==> config.mk <==
export PLATFORM = sky130hd
export DESIGN_NAME = uart_cmd_decoder
export DESIGN_NICKNAME = d
export VERILOG_FILES = /design/src/rtl/uart_cmd_decoder.sv
export SDC_FILE = /design/constraint.sdc
export NUM_CORES = 1
export LEC_CHECK = 0
export CORE_ASPECT_RATIO = 1.75
export CORE_MARGIN = 3
export CORE_UTILIZATION = 45
export CTS_CLUSTER_SIZE = 16
export DETAILED_ROUTE_END_ITERATION = 16
export HOLD_SLACK_MARGIN = 0.12
export PLACE_DENSITY = 0.76
export RECOVER_POWER = 50
export SYNTH_ARGS = -nofsm -noshare
export SYNTH_HDL_FRONTEND = slang
export SYNTH_SLANG_ARGS = --single-unit
==> constraint.sdc <==
create_clock -name clk -period 2.2 [get_ports clk]
set_input_delay 0.44 -clock clk [delete_from_list [all_inputs] [get_ports clk]]
set_output_delay 0.44 -clock clk [all_outputs]
set_load 0.01 [all_outputs]
==> src/rtl/uart_cmd_decoder.sv <==
// Decodes UART receive bytes (WASD/R keys and ANSI arrow escapes) into held move commands.
// Optional feature: define UART_CMD_UPPERCASE_EN so that uppercase W/S/A/D/R also decode in IDLE.
module uart_cmd_decoder #(
   parameter int ESC_TIMEOUT = 50000,
   parameter int CNT_W       = 8
) (
   input  logic             clk,
   input  logic             rst,
   input  logic [7:0]       i_rx_data,
   input  logic             i_rx_valid,
   input  logic             i_cmd_ack,
   output logic             o_cmd_valid,
   output logic [2:0]       o_cmd,
   output logic             o_overrun,
   output logic             o_bad_key,
   output logic [CNT_W-1:0] o_drop_count
);

   localparam logic [1:0] S_IDLE = 2'd0;
   localparam logic [1:0] S_ESC  = 2'd1;
   localparam logic [1:0] S_CSI  = 2'd2;

   localparam logic [2:0] CMD_UP      = 3'd0;
   localparam logic [2:0] CMD_DOWN    = 3'd1;
   localparam logic [2:0] CMD_LEFT    = 3'd2;
   localparam logic [2:0] CMD_RIGHT   = 3'd3;
   localparam logic [2:0] CMD_RESTART = 3'd4;

   localparam int              TMR_W    = $clog2(ESC_TIMEOUT);
   localparam logic [TMR_W-1:0] TMR_LAST = TMR_W'(ESC_TIMEOUT - 1);

   logic [1:0]       state, state_nx;
   logic [TMR_W-1:0] timer, timer_nx;

   logic       idle_valid, idle_bad, idle_esc;
   logic [2:0] idle_cmd;
   logic       dec_valid, dec_bad;
   logic [2:0] dec_cmd;

   // Meaning of a byte seen in IDLE; also reused for the byte that ends a non-CSI escape.
   always_comb begin
      // NOTE: every output of a combinational block gets a default first, so no path can infer a latch.
      idle_valid = 1'b0;
      idle_cmd   = CMD_UP;
      idle_bad   = 1'b0;
      idle_esc   = 1'b0;
      case (i_rx_data)
         8'h77: begin idle_valid = 1'b1; idle_cmd = CMD_UP;      end
         8'h73: begin idle_valid = 1'b1; idle_cmd = CMD_DOWN;    end
         8'h61: begin idle_valid = 1'b1; idle_cmd = CMD_LEFT;    end
         8'h64: begin idle_valid = 1'b1; idle_cmd = CMD_RIGHT;   end
         8'h72: begin idle_valid = 1'b1; idle_cmd = CMD_RESTART; end
`ifdef UART_CMD_UPPERCASE_EN
         8'h57: begin idle_valid = 1'b1; idle_cmd = CMD_UP;      end
         8'h53: begin idle_valid = 1'b1; idle_cmd = CMD_DOWN;    end
         8'h41: begin idle_valid = 1'b1; idle_cmd = CMD_LEFT;    end
         8'h44: begin idle_valid = 1'b1; idle_cmd = CMD_RIGHT;   end
         8'h52: begin idle_valid = 1'b1; idle_cmd = CMD_RESTART; end
`endif
         8'h1B:        idle_esc = 1'b1;
         8'h0D, 8'h0A: ;
         default:      idle_bad = 1'b1;
      endcase
   end

   always_comb begin
      state_nx  = state;
      timer_nx  = timer;
      dec_valid = 1'b0;
      dec_cmd   = CMD_UP;
      dec_bad   = 1'b0;
      if (i_rx_valid) begin
         timer_nx = '0;
         if (state == S_CSI) begin
            state_nx = S_IDLE;
            case (i_rx_data)
               8'h41:   begin dec_valid = 1'b1; dec_cmd = CMD_UP;    end
               8'h42:   begin dec_valid = 1'b1; dec_cmd = CMD_DOWN;  end
               8'h43:   begin dec_valid = 1'b1; dec_cmd = CMD_RIGHT; end
               8'h44:   begin dec_valid = 1'b1; dec_cmd = CMD_LEFT;  end
               default: dec_bad = 1'b1;
            endcase
         end else if (state == S_ESC && i_rx_data == 8'h5B) begin
            state_nx = S_CSI;
         end else begin
            dec_valid = idle_valid;
            dec_cmd   = idle_cmd;
            dec_bad   = idle_bad;
            state_nx  = idle_esc ? S_ESC : S_IDLE;
         end
      end else if (state != S_IDLE) begin
         if (timer == TMR_LAST) begin
            // A lone ESC is a legitimate keystroke; an unfinished CSI is not.
            state_nx = S_IDLE;
            timer_nx = '0;
            dec_bad  = (state == S_CSI);
         end else begin
            timer_nx = timer + TMR_W'(1);
         end
      end
   end

   always_ff @(posedge clk) begin
      if (rst) begin
         state        <= S_IDLE;
         timer        <= '0;
         o_cmd_valid  <= 1'b0;
         o_cmd        <= CMD_UP;
         o_overrun    <= 1'b0;
         o_bad_key    <= 1'b0;
         o_drop_count <= '0;
      end else begin
         // NOTE: sequential state uses non-blocking assignments so every register samples pre-edge values.
         state     <= state_nx;
         timer     <= timer_nx;
         o_overrun <= 1'b0;
         o_bad_key <= dec_bad;
         if (dec_valid) begin
            if (!o_cmd_valid || i_cmd_ack) begin
               o_cmd_valid <= 1'b1;
               o_cmd       <= dec_cmd;
            end else begin
               o_overrun <= 1'b1;
               if (o_drop_count != {CNT_W{1'b1}})
                  o_drop_count <= o_drop_count + CNT_W'(1);
            end
         end else if (o_cmd_valid && i_cmd_ack) begin
            o_cmd_valid <= 1'b0;
         end
      end
   end

endmodule

# Word-level counts from Yosys, hierarchy flattened
# Index checks and enable logic that the tools add are counted.
dict set report classes {
  eq_ne 18
  div_mod_pow 0
  magnitude_cmp 0
  muxes 29
  bitwise_logic 2
  reduce_logical 17
  multipliers 0
  n_addsub 2
  n_shift 0
}
# operator n
set ops {}
lappend ops {{8-bit by 7-bit == test with 1-bit output (second input constant)} 10}
lappend ops {{1-bit two-way mux} 18}
lappend ops {{16-bit by 1-bit adder with 16-bit output (second input constant)} 1}
lappend ops {{16-bit == test (second input constant)} 1}
lappend ops {{8-bit by 4-bit == test with 1-bit output (second input constant)} 2}
lappend ops {{16-bit two-way mux} 1}
lappend ops {{3-bit one-hot mux with 4 select lines} 1}
lappend ops {{2-bit two-way mux} 5}
lappend ops {{3-bit two-way mux} 3}
lappend ops {{8-bit by 1-bit adder with 8-bit output (second input constant)} 1}
lappend ops {{8-bit by 5-bit == test with 1-bit output (second input constant)} 1}
lappend ops {{8-bit inequality test (second input constant)} 1}
lappend ops {{2-bit nonzero test} 4}
lappend ops {{8-bit OR reduction} 1}
lappend ops {{2-bit one-hot mux with 3 select lines} 1}
lappend ops {{2-bit AND reduction} 3}
lappend ops {{5-bit OR reduction} 1}
lappend ops {{2-bit OR reduction} 2}
lappend ops {{4-bit OR reduction} 1}
lappend ops {{3-bit AND reduction} 1}
lappend ops {{2-bit by 1-bit == test with 1-bit output (second input constant)} 1}
lappend ops {{2-bit == test (second input constant)} 1}
lappend ops {{1-bit logical AND} 2}
lappend ops {{2-bit by 1-bit inequality test with 1-bit output (second input constant)} 1}
lappend ops {{other kinds (3)} 4}
dict set report totals {
  ram_bits 0
  latch_bits 0
  ff_bits 32
  memories 0
  out_inout_bits 14
  rom_bits 0
  wordCells 75
}

# Longest topological paths before layout
# Gate-level depths: netlist (run 1).
dict set report logic_depth {
  word_depth 8
  ltp_mapped 8
}

# Worst setup path before layout (run 1)
# OpenSTA, ideal clock, no wires.
dict set report synth_timing {
  path_type {input-to-reg}
  start {input i_rx_data[4]}
  end {register o_drop_count[3]}
  arrival_ps 2024
  cell_stages 6
  path_slack_ps 106
  required_time_ps 2130
  path_cell_list {buf_6 -> or4b_4 -> nand4b_4 -> o21a_4 -> or4_1 -> a21oi_1}
}
dict set report synth_between {
  elab_chain_cells 7
}
# item line
set synth_rtl {}
lappend synth_rtl {{start: declaration} 9} ;# input logic [7:0] i_rx_data,
lappend synth_rtl {{8-bit by 7-bit == test with 1-bit output} 47} ;# case (i_rx_data)
lappend synth_rtl {{5-bit OR reduction (no source line)} -}
lappend synth_rtl {{1-bit two-way mux} 47}
lappend synth_rtl {{1-bit two-way mux} 83} ;# end else if (state == S_ESC && i_rx_data == 8'h5B) begin
lappend synth_rtl {{1-bit two-way mux *} 74} ;# if (state == S_CSI) begin
lappend synth_rtl {{1-bit two-way mux *} 72} ;# if (i_rx_valid) begin
lappend synth_rtl {{3-bit AND reduction (no source line) *} -}
lappend synth_rtl {{end signal: assignment} 125} ;# o_drop_count <= o_drop_count + CNT_W'(1);
lappend synth_rtl {{end: declaration} 16} ;# output logic [CNT_W-1:0] o_drop_count
# Mark *: on every way between the ends. The rest lies on a longest branch, timed or not.
# A chain may end at the register's enable or synchronous reset.

# Worst setup path in the final report (run 1)
dict set report layout_timing {
  start {input i_rx_data[5]}
  end {register o_drop_count[4]}
}
# Same word-level chain as after synthesis.

==> load_flow_metrics.sql, run 1 <==
INSERT INTO impl_metrics (metric_group, metric, value, unit) VALUES
('outcome', 'outcome', 'complete, no violations', ''),
('grt', 'via_count_of_the_first_global_routing_pass', '1626', ''),
('min_path', 'hold_class', 'register to register', ''),
('synth', 'postSynthAreaPerCell', '8.51', 'sq um'),
('cells_and_area', 'fillerInstances', '359', ''),
('pwr', 'power-per-cell-area', '543', 'nW/um^2'),
('clocking', 'tritoncts', 'done', ''),
('synth', 'postSynth.asyncResetShare', '0', '%'),
('cells_and_area', 'final_design_area_no_fill', '2390', 'sq um'),
('cells_and_area', 'final_cell_count_no_fill', '311', ''),
('routing', 'drt_wl_total', '4.26', 'mm'),
('timing', 'slew_at_the_pin_with_the_worst_max_slew_slack', '0.688', 'ns'),
('pwr', 'power_frac_clock', '47.1', '%'),
('setup_path', 'reg2reg_to', 'o_drop_count[4]$_SDFFE_PP0P_', ''),
('clocking', 'cts-root-buf', 'sky130_fd_sc_hd__clkbuf_8', ''),
('min_path', 'min_delay_worst_endpoint', 'timer[1]$_SDFFE_PP0P_', ''),
('cells_and_area', 'layout.core_utilization', '61.3', '%'),
('setup_path', 'worst-endpoint-required', '2.42', 'ns'),
('grt', 'global_route_wire_length_before_repair', '6.89', 'mm'),
('cells_and_area', 'post_route_cells_drive_above_1_share', '21.3', '%'),
('synth', 'ys_types', '51', ''),
('die', 'fp.dieArea', '4870', 'sq um'),
('routing', 'met2_wirelength', '2.37', 'mm'),
('die', 'io_pins', '26', ''),
('timing', 'rsz0062_at_grt', 'no', ''),
('pwr', 'switch_share', '20.5', '%'),
('cells_and_area', 'layout.area.seq', '641', 'sq um'),
('setup_path', 'timing.rr.start', 'state[1]$_SDFFE_PP0P_', ''),
('clocking', 'max-clock-path-buffers', '2', ''),
('clocking', 'post_cts_hold_buffer_count', '0', ''),
('routing', 'dr_wl_met3', '129', 'um'),
('synth', 'synth_top_flop_cell', 'sky130_fd_sc_hd__dfxtp_1', ''),
('min_path', 'hold_depth', '2', ''),
('pwr', 'p_switching', '266', 'uW'),
('pwr', 'power_leakage', '0.000862', 'uW'),
('cells_and_area', 'fin_nets', '276', ''),
('pwr', 'intPower', '1030', 'uW'),
('routing', 'drt_pass1_iterations', '4', ''),
('synth', 'ys_ff_latch', '32', ''),
('routing', 'remaining_drc_errors', '0', ''),
('routing', 'first_iter_violations', '34', ''),
('run', 'cap_violations', '0', ''),
('place', 'io_buffer_count', '25', ''),
('timing', 'timing.final.crit_share', '95.3', '%'),
('timing', 'report.final.setup_viol', '0', ''),
('clocking', 'h_tree_depth', '2', ''),
('setup_path', 'reg2reg_depth', '6', ''),
('grt', 'grt.total_usage', '18.2', '%'),
('timing', 'holdWs', '0.480', 'ns'),
('synth', 'synth_nets', '228', ''),
('synth', 'yosys_warnings', '0', ''),
('synth', 'syn_area', '1820', 'sq um'),
('place', 'place.detailed.hpwl', '2.96', 'mm'),
('clocking', 'clock_sinks', '32', ''),
('place', 'finalWeightedCongestion', '0.765', ''),
('die', 'floorplan.rows', '30', ''),
('synth', 'post_synthesis_sequential_area_ratio', '35.2', '%'),
('setup_path', 'critPathKind', 'input port to register', ''),
('die', 'floorplan.die.width', '54.1', 'um'),
('routing', 'detail_route.wirelength.met1', '1.69', 'mm'),
('routing', 'vias', '1728', ''),
('cells_and_area', 'area_growth', '31.5', '%'),
('timing', 'finalMaxSlewViolations', '0', ''),
('min_path', 'worstHoldStart', 'timer[1]$_SDFFE_PP0P_', ''),
('timing', 'skew', '0.00739', 'ns'),
('setup_path', 'worst_setup_path_start_kind', 'input port', ''),
('timing', 'finalCriticalPeriod', '2.10', 'ns'),
('cells_and_area', 'multi_input_area', '1100', 'sq um'),
('place', 'detailed_place.area', '2210', 'sq um'),
('routing', 'top_signal_layer_used', 'met4', ''),
('clocking', 'clock_insertion_delay_worst_skew', '0.28', 'ns');
placed cells by master, fill, tap and decap left out, drive strengths merged, types with 8 or more instances in the layout:
cell,instances
dfxtp,32
nor2,25
buf,25
nand2,15
a21oi,14
o21ai,11
xor2,11
nand3,10
clkdlybuf4s50,10
dlygate4sd3,10
clkbuf,9
nor3,8
state kept, by name (all words and copies together) (netlist names):
| signal | flops |
|---|---|
| timer | 16 |
| o_drop_count | 8 |
| o_cmd | 3 |
| state | 2 |
| o_bad_key | 1 |
| o_cmd_valid | 1 |
| o_overrun | 1 |
power groups by stage:
stage                     logic [uW]  registers [uW]  clock network [uW]
final                            107             581                 613
after CTS                        107             581                 632
after global placement           104             594                   0
after global routing             116             581                 652
after floorplan                 54.9             595                   0
after detailed placement         105             594                   0
critical path: stages:
cell and delay, ns:
sky130_fd_sc_hd__clkdlybuf4s50_1 0.41, sky130_fd_sc_hd__clkbuf_1 0.17, sky130_fd_sc_hd__nor3b_1 0.23, sky130_fd_sc_hd__buf_4 0.16
sky130_fd_sc_hd__nand4b_4 0.11, sky130_fd_sc_hd__o21a_4 0.16, sky130_fd_sc_hd__or4_4 0.51, sky130_fd_sc_hd__a21oi_2 0.12
how the worst max path moves through the flow:
stage / depth (start not counted) / slack, ns / to
after floorplan: 6 / 0.11 / o_drop_count[3]$_SDFFE_PP0P_
after global routing: 10 / 0.01 / o_drop_count[5]$_SDFFE_PP0P_
after global placement: 6 / -0.29 / o_drop_count[3]$_SDFFE_PP0P_
after detailed placement: 6 / -0.32 / o_drop_count[4]$_SDFFE_PP0P_
after CTS: 6 / 0.006 / o_drop_count[3]$_SDFFE_PP0P_
final: 8 / 0.10 / o_drop_count[4]$_SDFFE_PP0P_
logic make-up (layout without fill, tap and decap cells):
family,Yosys count,in the layout,synth area share (%)
AOI/OAI and AO/OA,45,46,16.2
and+or+nand+nor,102,102,32.1
buffers and inverters,16,64,7.01
adders and majority gates,2,2,1.37
xor gates and xnor gates,17,17,8.18
DFF,32,32,35.2
routing by layer:
layer	global-route usage [%]	up-vias
li1	-	873
met1	20.2	820
met2	32.1	29
met3	3.48	6
met4	6.86	0
met5	0	-
per-stage QoR:
stage,power [uW],setup TNS [ns],worst slack (ns)
3_5_place_dp,699,-2.67,-0.320
3_3_place_gp,698,-2.37,-0.292
2_1_floorplan,650,0,0.106
4_1_cts,1320,0,0.00640
6_report,1300,0,0.103
5_1_grt,1350,0,0.0145
repair_timing:
item	4_1_cts	5_1_grt
gates cloned	0	1
setup buffers	0	2
pin swaps	0	4
endpoints found under the setup margin	3	5
hold endpoints to repair	0	0
gates resized for setup	2	12
cells in the mapped netlist (all sizes together) (4+ instances only):
| cell type | instances | area share (%) |
|---|---|---|
| inv | 4 | 0.82 |
| a21oi | 14 | 3.8 |
| clkbuf | 8 | 3.9 |
| nor3 | 8 | 2.2 |
| nand4 | 6 | 2.1 |
| xor2 | 11 | 5.3 |
| dfxtp | 32 | 35 |
| o21ai | 11 | 3.0 |
| nand2 | 15 | 3.1 |
| xnor2 | 6 | 2.9 |
| o31ai | 4 | 1.6 |
| or4 | 5 | 2.1 |
| nand2b | 6 | 2.1 |
| nand3 | 10 | 2.7 |
| nor2 | 25 | 5.2 |
cell type report:
| type | instances | area share, % |
|---|---|---|
| multi-input cells | 167 | 45.8 |
| flip-flops and latches | 32 | 26.8 |
| repair buffers | 52 | 19.0 |
| clock buffers | 7 | 4.03 |
| well taps | 48 | 2.51 |
| clock inverters | 1 | 1.25 |
| inverters | 4 | 0.627 |
Power figures use the tool's default switching activity.
==> run 2: changes to the inputs <==
- REMOVE_ABC_BUFFERS: default -> 1
==> load_flow_metrics.sql, run 2 (synthesis gave the netlist of run 1 again) <==
INSERT INTO impl_metrics (metric_group, metric, value, unit) VALUES
('outcome', 'outcome', 'complete, no violations', ''),
('cells_and_area', 'antenna_cells_inserted', '0', ''),
('run', 'cap_violations', '0', ''),
('timing', 'report.final.setup_viol', '0', ''),
('timing', 'finalMaxSlewViolations', '0', ''),
('min_path', 'hold_class', 'register to register', ''),
('grt', 'gr-usage-met1', '17.3', '%'),
('cells_and_area', 'reg.largest.list', 'timer: 16 flops, o_drop_count: 8 flops, o_cmd: 3 flops', ''),
('timing', 'skew', '0.00467', 'ns'),
('routing', 'vias_per_cell', '5.59', ''),
('routing', 'drt_wl_total', '4.08', 'mm'),
('routing', 'detail-route-antenna-nets', '0', ''),
('clocking', 'h_tree_depth', '2', ''),
('cells_and_area', 'fillerInstances', '365', ''),
('pwr', 'power', '1160', 'uW'),
('place', 'finalWeightedCongestion', '0.855', ''),
('setup_path', 'arrival', '2.34', 'ns'),
('routing', 'first_iter_violations', '40', ''),
('grt', 'gr-usage-met2', '32.7', '%'),
('timing', 'slew_at_the_pin_with_the_worst_max_slew_slack', '0.647', 'ns'),
('cells_and_area', 'fin_nets', '275', ''),
('place', 'io_buffer_count', '25', ''),
('grt', 'grt_max_degree', '14', ''),
('grt', 'grt_antenna_before_repair', '0', ''),
('setup_path', 'worst-endpoint-required', '2.41', 'ns'),
('timing', 'timing.final.crit_share', '96.6', '%'),
('clocking', 'tritoncts', 'done', ''),
('setup_path', 'critPathKind', 'input port to register', ''),
('routing', 'vias', '1733', ''),
('grt', 'gr-total-overflow', '0', ''),
('place', 'place.detailed.hpwl', '3.02', 'mm'),
('grt', 'grtUsageMet3', '4.15', '%'),
('cells_and_area', 'registers.top_by_ff_count', 'timer', ''),
('die', 'fp.dieArea', '4870', 'sq um'),
('cells_and_area', 'layout.core_utilization', '59.6', '%'),
('grt', 'global_route_wire_length_before_repair', '6.62', 'mm'),
('pwr', 'power-per-cell-area', '498', 'nW/um^2'),
('setup_path', 'timing.critical_path.fanout_max', '5', ''),
('timing', 'fmaxAchievable', '0.471', 'GHz'),
('grt', 'via_count_of_the_first_global_routing_pass', '1655', ''),
('grt', 'grt.busiest_layer', 'met2', ''),
('die', 'die_height', '90.1', 'um'),
('setup_path', 'worst_setup_path_start_kind', 'input port', ''),
('clocking', 'clock_sinks', '32', ''),
('cells_and_area', 'post_route_cells_drive_above_1_share', '17.9', '%'),
('timing', 'rsz0062_at_grt', 'no', ''),
('timing', 'finalCriticalPeriod', '2.13', 'ns'),
('grt', 'grt.total_usage', '17.4', '%'),
('timing', 'final-hold-violation-count', '0', ''),
('timing', 'relSlewSlack', '56.4', '%'),
('die', 'floorplan.die.width', '54.1', 'um'),
('clocking', 'cts-buffers-inserted', '5', ''),
('die', 'floorplan.rows', '30', ''),
('routing', 'drt_pass1_iterations', '4', ''),
('cells_and_area', 'leading_cell_type_in_the_layout_fill_and_taps_excluded', 'sky130_fd_sc_hd__dfxtp_1', ''),
('clocking', 'clock_insertion_delay_worst_skew', '0.28', 'ns'),
('routing', 'routed_wl_per_cell', '13.1', 'um'),
('pwr', 'power_leakage', '0.000814', 'uW'),
('cells_and_area', 'largest_register_ff_count', '16', ''),
('cells_and_area', 'layout.cells.most_common_list', 'sky130_fd_sc_hd__dfxtp_1, sky130_fd_sc_hd__nor2_1, sky130_fd_sc_hd__buf_4, sky130_fd_sc_hd__nand2_1, sky130_fd_sc_hd__a21oi_1', ''),
('die', 'floorplan.initialDensity', '46.6', '%'),
('setup_path', 'worst_setup_path_end_kind', 'register', ''),
('pwr', 'vdd_drop_max', '0.000414', 'V'),
('clocking', 'max-clock-path-buffers', '2', ''),
('die', 'io_pins', '26', ''),
('die', 'placeableCoreArea', '3900', 'sq um'),
('clocking', 'cts-root-buf', 'sky130_fd_sc_hd__clkbuf_8', ''),
('cells_and_area', 'area_growth', '27.7', '%'),
('clocking', 'cts.clk_slew.worst_paths', '0.07', 'ns'),
('routing', 'remaining_drc_errors', '0', '');
[run 2: cell types whose count changed in the layout (fill, tap and decap cells not counted), sizes merged]
cell,change
bufinv,-1
clkbuf,+1
dlygate4sd3,-1
buf,-2
clkinvlp,+1
dlymetal6s2s,-1
clkdlybuf4s50,+2
[run 2: final timing paths]
| check | startpoint | to | slack [ns] | depth (start not counted) |
|---|---|---|---|---|
| max | i_rx_data[5] | o_drop_count[5]$_SDFFE_PP0P_ | 0.07 | 7 |
| min | o_cmd[2]$_SDFFE_PP0P_ | o_cmd[2]$_SDFFE_PP0P_ | 0.48 | 2 |
| max reg2reg | timer[9]$_SDFFE_PP0P_ | timer[6]$_SDFFE_PP0P_ | 0.24 | 5 |
| min reg2reg | o_cmd[2]$_SDFFE_PP0P_ | o_cmd[2]$_SDFFE_PP0P_ | 0.48 | 2 |
[run 2: metrics by stage]
step | setup TNS, ns | hold WS (ns) | setup WS (ns) | instance area, sq um | instances
6_report | 0 | 0.477 | 0.0748 | 2320 | 310
5_1_grt | 0 | 0.499 | 0.00762 | 2320 | 310
4_1_cts | 0 | 0.476 | 0.0167 | 2310 | 309
3_5_place_dp | -3.57 | 0.466 | -0.351 | 2200 | 299
3_3_place_gp | -3.65 | 0.466 | -0.349 | 2200 | 299
2_1_floorplan | 0 | 0.449 | 0.178 | 1710 | 202
[run 2: what timing repair did]
action                     4_1_cts  5_1_grt
hold buffers                     0        0
gates resized for setup          2        6
pin swaps                        0        0
gates cloned                     0        1
setup endpoints to repair        4        9
buffers inserted                 2        0
[run 2: critical path, stage by stage]
cell,delay (ns)
sky130_fd_sc_hd__clkdlybuf4s50_1,0.47
sky130_fd_sc_hd__nor4bb_2,0.26
sky130_fd_sc_hd__buf_4,0.17
sky130_fd_sc_hd__nand2_1,0.11
sky130_fd_sc_hd__o21a_4,0.24
sky130_fd_sc_hd__or4_4,0.51
sky130_fd_sc_hd__a21oi_2,0.15
[run 2: where the power goes]
part | leakage [uW] | internal [uW] | switching [uW]
Sequential | 0.000258 | 580 | 0.456
Clock | 0.0000445 | 254 | 216
Combinational | 0.000512 | 55.4 | 51.3
[run 2: final cells by class]
type / count / area (sq um) / share of cell area (%)
Multi-Input combinational cell: 167 / 1070 / 46.2
Sequential cell: 32 / 641 / 27.6
Timing Repair Buffer: 51 / 440 / 18.9
Clock buffer: 7 / 86.3 / 3.71
Tap cell: 48 / 60.1 / 2.58
Inverter: 4 / 15.0 / 0.646
Clock inverter: 1 / 7.51 / 0.323
[run 2: metal layers]
| layer | wire [um] | up-vias |
|---|---|---|
| met5 | 0 | - |
| met4 | 38 | 0 |
| met3 | 136 | 4 |
| met2 | 2270 | 37 |
| met1 | 1630 | 823 |
| li1 | - | 869 |
